## src/rtl/regbank_wr_ctrl.sv

```systemverilog
// regbank_wr_ctrl: write-request controller in front of the register bank's
// 5-bit-select write decoder. Two writeback sources (A: ALU, high priority;
// B: load, starvation-protected) are arbitrated into a small FIFO. Entries are
// issued one per cycle as wr_en/wr_sel/wr_data. A pending mask of the
// destination registers still in the FIFO is published for hazard checks.
//
// Ports:
//   clk, rst_n                  clock, synchronous active-low reset
//   a_valid/a_ready/a_sel/a_data  port A request handshake and payload
//   b_valid/b_ready/b_sel/b_data  port B request handshake and payload
//   wr_stall                    bank cannot accept a write this cycle
//   wr_en, wr_sel, wr_data      issue strobe, destination index, data
//   pending                     bit i set while a buffered entry targets reg i
//
// Optional feature: define REGBANK_R0_DROP_EN to complete but discard writes
// to register 0 instead of buffering them.

module regbank_wr_ctrl #(
    parameter int unsigned DEPTH      = 4,
    parameter int unsigned STARVE_MAX = 3
) (
    input  logic        clk,
    input  logic        rst_n,
    input  logic        a_valid,
    output logic        a_ready,
    input  logic [4:0]  a_sel,
    input  logic [31:0] a_data,
    input  logic        b_valid,
    output logic        b_ready,
    input  logic [4:0]  b_sel,
    input  logic [31:0] b_data,
    input  logic        wr_stall,
    output logic        wr_en,
    output logic [4:0]  wr_sel,
    output logic [31:0] wr_data,
    output logic [31:0] pending
);

    localparam int unsigned PTR_W = $clog2(DEPTH);
    localparam int unsigned CNT_W = $clog2(DEPTH + 1);
    localparam int unsigned SC_W  = (STARVE_MAX > 0) ? $clog2(STARVE_MAX + 1) : 1;
    localparam logic [CNT_W-1:0] FULL_CNT = CNT_W'(DEPTH);
    localparam logic [SC_W-1:0]  SC_MAX   = SC_W'(STARVE_MAX);

    logic [4:0]       sel_mem  [DEPTH];
    logic [31:0]      data_mem [DEPTH];
    logic [PTR_W-1:0] wr_ptr;
    logic [PTR_W-1:0] rd_ptr;
    logic [CNT_W-1:0] count;
    logic [SC_W-1:0]  starve_cnt;

    logic        empty;
    logic        full;
    logic        force_b;
    logic        a_xfer;
    logic        b_xfer;
    logic        push;
    logic        pop;
    logic [4:0]  push_sel;
    logic [31:0] push_data;

    // Arbitration, handshake and issue decode
    always_comb begin
        empty   = (count == '0);
        full    = (count == FULL_CNT);
        force_b = b_valid && (starve_cnt == SC_MAX);
        a_ready = !full && !force_b;
        b_ready = !full && (!a_valid || force_b);
        a_xfer  = a_valid && a_ready;
        b_xfer  = b_valid && b_ready;

        // a_xfer and b_xfer are mutually exclusive by construction
        push_sel  = b_xfer ? b_sel  : a_sel;
        push_data = b_xfer ? b_data : a_data;
`ifdef REGBANK_R0_DROP_EN
        push = (a_xfer || b_xfer) && (push_sel != 5'd0);
`else
        push = a_xfer || b_xfer;
`endif
        pop = !empty && !wr_stall;

        wr_en   = pop;
        wr_sel  = empty ? 5'd0  : sel_mem[rd_ptr];
        wr_data = empty ? 32'd0 : data_mem[rd_ptr];
    end

    // Pending mask: walk the live entries from head for count slots
    always_comb begin
        pending = '0;
        for (int i = 0; i < DEPTH; i++) begin
            if (CNT_W'(i) < count) begin
                pending[sel_mem[rd_ptr + PTR_W'(i)]] = 1'b1;
            end
        end
    end

    // Control state: pointers, occupancy, starvation counter
    always_ff @(posedge clk) begin
        if (!rst_n) begin
            wr_ptr     <= '0;
            rd_ptr     <= '0;
            count      <= '0;
            starve_cnt <= '0;
        end else begin
            if (push) begin
                wr_ptr <= wr_ptr + PTR_W'(1);
            end
            if (pop) begin
                rd_ptr <= rd_ptr + PTR_W'(1);
            end
            case ({push, pop})
                2'b10:   count <= count + CNT_W'(1);
                2'b01:   count <= count - CNT_W'(1);
                default: count <= count;
            endcase

            if (!b_valid || b_xfer) begin
                starve_cnt <= '0;
            end else if (a_xfer && (starve_cnt != SC_MAX)) begin
                starve_cnt <= starve_cnt + SC_W'(1);
            end
        end
    end

    // Storage needs no reset: only slots counted by count are ever observed
    always_ff @(posedge clk) begin
        if (push) begin
            sel_mem[wr_ptr]  <= push_sel;
            data_mem[wr_ptr] <= push_data;
        end
    end

endmodule
```

## config.mk

```make
export PLATFORM = sky130hd
export DESIGN_NAME = regbank_wr_ctrl
export DESIGN_NICKNAME = d
export VERILOG_FILES = /design/src/rtl/regbank_wr_ctrl.sv
export SDC_FILE = /design/constraint.sdc
export NUM_CORES = 1
export LEC_CHECK = 0
export CORE_UTILIZATION = 53
export DETAILED_ROUTE_END_ITERATION = 12
export HOLD_SLACK_MARGIN = 0.12
export PLACE_DENSITY = 0.81
export SLEW_MARGIN = 20
export SYNTH_ARGS = -nofsm -noshare
export SYNTH_HDL_FRONTEND = slang
export SYNTH_SLANG_ARGS = --single-unit
```

## constraint.sdc

```tcl
create_clock -name clk -period 3.1 [get_ports clk]
set_input_delay 0.62 -clock clk [delete_from_list [all_inputs] [get_ports clk]]
set_output_delay 0.62 -clock clk [all_outputs]
set_load 0.01 [all_outputs]
```

# Yosys cells after proc, flatten, opt, wreduce, memory -nomap -nowiden
# Memories as Yosys holds them, arrays and structs flattened. A register that Yosys moved wholly into a read port is not among the register bits.
# Cells that the tools add are included.
[word_totals]
ff_bits = 9
latchBits = 0
ram_bits = 148
romBits = 0
output_inout_bits = 72
memories = 2
[op_classes]
n_addsub = 7
mul = 0
n_div = 0
order_cmp = 12
eq_ne = 5
shift = 0
mux = 23
bitwise = 4
n_reduce_logical = 23
[mem_list]
columns = ["memory", "words", "word_bits", "rd", "rd_ports_with_merged_regs", "wr", "line", "rtl"]
rows = [
  ["data_mem", 4, 32, 1, 1, 1, "46", "logic [31:0] data_mem [DEPTH];"],
  ["sel_mem", 4, 5, 4, 1, 1, "45", "logic [4:0] sel_mem [DEPTH];"],
]
[op_table]
columns = ["op", "n"]
rows = [
  ["32-bit 2-to-1 mux", 6],
  ["32-bit bitwise OR", 3],
  ["5-bit by 6-bit < comparator with 1-bit output, second input constant", 4],
  ["1-bit demux with 5-bit select", 4],
  ["5-bit by 1-bit >= comparator with 1-bit output, second input constant", 4],
  ["1-bit logical AND", 11],
  ["5-bit 2-to-1 mux", 2],
  ["2-bit 2-to-1 mux", 4],
  ["2-bit by 1-bit adder with 2-bit output, second input constant", 3],
  ["1-bit logical NOT", 6],
  ["1-bit by 3-bit < comparator with 1-bit output, first input constant", 2],
  ["2-bit by 3-bit < comparator with 1-bit output, first input constant", 2],
  ["1-bit 2-to-1 mux", 6],
  ["3-bit case mux with 2 select lines", 1],
  ["2-bit adder, second input constant", 2],
  ["2-bit == test, second input constant", 2],
  ["3-bit by 1-bit adder with 3-bit output, second input constant", 1],
  ["3-bit == test, second input constant", 1],
  ["3-bit logical NOT", 1],
  ["1-bit logical OR", 3],
  ["3-bit by 1-bit subtractor with 3-bit output, second input constant", 1],
  ["2-bit by 1-bit == test with 1-bit output, second input constant", 1],
  ["2-bit != test, second input constant", 1],
  ["2-bit nonzero test", 1],
  ["2 further kinds", 2],
]

# Depth between registers and ports, before layout
# An unclocked memory read counts as a cell.
[logic_depth]
ltp_word = 12
depth_mapped = 10
depth_no_buf = 9

# Worst setup path before layout
# OpenSTA, ideal clock, no wires.
[synth_timing]
path_type = "register to register"
start = "register count[1]"
end = "memory data_mem[0][0] (enable)"
t_arrival_ns = 2.229
required_time_ns = 2.702
path_slack_ns = 0.473
stages_incl_launch_ff = 7
n_path_buf = 1
period_less_slack_ns = 2.627
path_cell_list = "dfxtp_1 inv_1 ha_1 and2_1 clkbuf_1 nor2_1 and2_1"
[synth_via]
elab_chain_len = 7
word_cells_on_any_way = 9
cone_classes = "eq/ne (1); mux (2); reduce/logical (6)"
[synth_lines]
columns = ["item", "line", "rtl"]
rows = [
  ["start: declaration", "49", "logic [CNT_W-1:0] count;"],
  ["start signal: assignment", "112", "2'b10: count <= count + CNT_W'(1);"],
  ["start signal: assignment", "113", "2'b01: count <= count - CNT_W'(1);"],
  ["start signal: assignment", "114", "default: count <= count;"],
  ["3-bit == test (*)", "65", "full = (count == FULL_CNT);"],
  ["1-bit logical NOT (*)", "67, 68", ""],
  ["1-bit logical AND, on equally long branches", "67, 68", ""],
  ["1-bit logical AND, on equally long branches", "69, 70", ""],
  ["1-bit logical OR (*)", "78", "push = a_xfer || b_xfer;"],
  ["1-bit 2-to-1 mux (*)", "127", "if (push) begin"],
  ["1-bit 2-to-1 mux (not written as such) (*)", "129", "data_mem[wr_ptr] <= push_data;"],
  ["end: declaration", "46", ""],
]
# Mark *: on every way between the ends. The rest lies on a longest branch, timed or not.

==> impl_metrics.ini <==
[clocking]
clk_latency_ns = 0.42
clk_pin_slew_ns = 0.06
cts_buffers = 17
cts_tree = yes
htreeDepth = 4
clock_sinks = 159
cts_max_path_buffers = 2
cts_root_buffer = clkbuf_16

[grt]
grt_pass1_vias = 6129
antenna_found_initial = 0
grt_usage_pct = 27.7
grt_pass1_wl_mm = 32.6
overflow = 0
grt_max_degree = 38

[power_and_ir_drop]
p_leak_nw = 3.95
p_sw_share_pct = 34.3
ir_worst_vdd_uv = 450
powerDensity_mw_per_mm2 = 832
power.switching_mw = 3.23
p_total_mw = 9.40
seq_power_share_pct = 31.6
p_int_mw = 6.18
combPwrFrac_pct = 48.3
pwr-share-clk_pct = 20.1

[setup_path]
startpoint_type = flop
path_class = reg2out
crit_chain = buf_6, mux4_2, buf_6, or4_4, o32ai_2, a221o_1, buf_2
cp_slowest_cell = mux4_2
crit_path_end_kind = output port
arrival_ns = 2.62
cp_max_fo = 4
cp.required_ns = 2.48
critPathTopFamily = multiplexers
cpPeakStageDelay_ns = 0.55
crit_top_cell = buf_6
cp_num_buf_inv = 3

[detailed_routing]
vias = 5791
routed_via_density = 6.21
initialDrtViolationCount = 487
finalWirelength_mm = 21.6
drtPass1Iterations = 9
ant_nets = 0
route.detailed.drc = 10
post_drt_wl_per_cell_um = 23.2

[layout]
layout_common_cells = 148 x edfxtp_1, 118 x clkdlybuf4s50_1, 61 x buf_4, 52 x mux4_2, 40 x nor2b_1
stdcell_count = 932
mostFrequentLayoutCell = edfxtp_1
nets = 825
areaGrowthSynthToFinish_pct = 40.1
fin_util_pct = 76.9
post_route_cells_drive_above_1_share_pct = 42.8
diodes = 0

[die]
rows = 44
dieHeight_um = 125
initial_core_util_pct = 54.9
io_pins = 151
die-width_um = 125
core_area_mm2 = 0.0147
die_area_mm2 = 0.0157

[synthesis]
syn_nets = 597
synth_seq_cells = 159
synth_cells = 509
synthDistinctLibCells = 50
async_flop_share_pct = 0
synth-edff-count = 148
ys_seq_area_share_pct = 57.8
syn-cell-area_mm2 = 0.00807
synth_flop_cell = edfxtp_1
synth-warning-count = 0
avgSynthCellArea_um2 = 15.9

[timing]
rsz0062_at_grt = true
slew_headroom_pct = 44.5
fin_tns_setup_ns = -1.33
finalHoldViolations = 0
finalSetupViolations = 21
period_needed_ns = 3.24
max_clock_freq_mhz = 309
fin_worst_skew_ns = 0.00876
min_period_over_period_pct = 104
tightest_slew_ns = 0.833
final_max_slew_viol_count = 0
postLayoutSetupSlackWorst_ns = -0.139

[min_path]
min_path_type = reg2reg

[run]
cap_violations = 0

[placed_design]
portBuffers = 150
dp.cells = 862
place_hpwl_mm = 14.0
place_congestion = 0.918
place_ws_ns = -0.202

[run_status]
violations = design-rule violations, negative setup slack
status = complete, but fails checks
-- worst min-delay path, cell delays in order, from the launching register on --
cell and delay [ns]:
dfxtp_1 0.36, a21oi_1 0.08, nor2_1 0.08
-- cells in the mapped netlist, types with 3 or more instances --
master | number | area (um^2)
nor3b_1 | 4 | 30.0
mux2_2 | 37 | 417
nand4b_1 | 4 | 35.0
clkbuf_1 | 15 | 56.3
xnor2_1 | 3 | 26.3
nand3_1 | 3 | 15.0
nand2_1 | 9 | 33.8
o22ai_1 | 25 | 156
o21ai_0 | 4 | 20.0
or4b_4 | 3 | 41.3
a221o_1 | 28 | 280
nor3_1 | 5 | 25.0
inv_1 | 7 | 26.3
buf_2 | 3 | 15.0
nand4bb_1 | 3 | 33.8
mux4_1 | 6 | 158
a21oi_1 | 4 | 20.0
dfxtp_1 | 11 | 220
buf_1 | 8 | 30.0
or2_2 | 3 | 18.8
a22oi_1 | 3 | 22.5
nor2b_1 | 46 | 288
edfxtp_1 | 148 | 4440
nor2_1 | 17 | 63.8
nand2b_1 | 9 | 56.3
buf_6 | 4 | 45.0
ha_1 | 9 | 113
nor4b_1 | 3 | 26.3
and2_1 | 13 | 81.3
mux4_2 | 46 | 1040
-- logic make-up (layout without fill, tap and decap cells) --
kind of cell | after synthesis | count (layout) | synth area share, %
DFF | 159 | 159 | 57.8
and+or+nand+nor | 135 | 135 | 10.6
muxes | 91 | 91 | 20.2
AOI/OAI and AO/OA | 71 | 71 | 7.05
buffers and inverters | 39 | 278 | 2.45
adders and majority gates | 9 | 9 | 1.40
xor gates and xnor gates | 5 | 5 | 0.543
-- layer usage --
metal	share of wire [%]	global-route usage (%)	routed length (um)
met5	0	0	0
met4	3.6	10.6	776
met3	7.6	6.89	1640
met2	53	50.0	11300
met1	36	31.5	7820
-- registers in the layout (all words and copies together), names as in the netlist, named ones only --
register    flops
rd_ptr          2
wr_ptr          2
data_mem      128
starve_cnt      2
sel_mem        20
count           3
-- power by group through the flow --
stage / combinational (mW) / clock (mW) / sequential [mW]
6_report: 4.54 / 1.89 / 2.97
5_1_grt: 4.79 / 2.00 / 3.01
4_1_cts: 4.28 / 1.91 / 2.96
3_5_place_dp: 3.81 / 0 / 2.98
3_3_place_gp: 3.75 / 0 / 2.95
2_1_floorplan: 2.20 / 0 / 2.90
-- worst paths after layout --
check / cells past startpoint / end / slack [ns] / start
worst min-delay path: 2 / starve_cnt[0]$_SDFFE_PP0P_ / 0.55 / starve_cnt[0]$_SDFFE_PP0P_
worst max-delay path: 7 / pending[0] / -0.14 / sel_mem[1][4]$_DFFE_PP_
worst min register to register: 2 / starve_cnt[0]$_SDFFE_PP0P_ / 0.55 / starve_cnt[0]$_SDFFE_PP0P_
worst max register to register: 8 / count[2]$_SDFFE_PN0P_ / 0.57 / count[0]$_SDFFE_PN0P_
-- stage by stage --
step / cell area, um^2 / hold slack, ns
floorplan: 8070 / 0.481
global placement: 10000 / 0.493
detailed placement: 10000 / 0.522
CTS: 11100 / 0.539
global route: 11300 / 0.589
finish: 11300 / 0.552
-- what timing repair did --
item	4_1_cts	5_1_grt
setup endpoints to repair	53	45
hold buffers	0	0
pin swaps	26	13
resized for setup	217	42
setup buffers	34	9
endpoints found under the hold margin	0	0
-- final cells by class --
type / count / area (um^2)
clock buffers: 19 / 433
clock inverters: 11 / 93.8
fillers: 833 / 3390
inverters: 7 / 26.3
multi-input cells: 311 / 3660
flip-flops and latches: 159 / 4680
well taps: 184 / 230
repair buffers: 241 / 2180
Note: power is estimated with default switching activity, not from simulation.
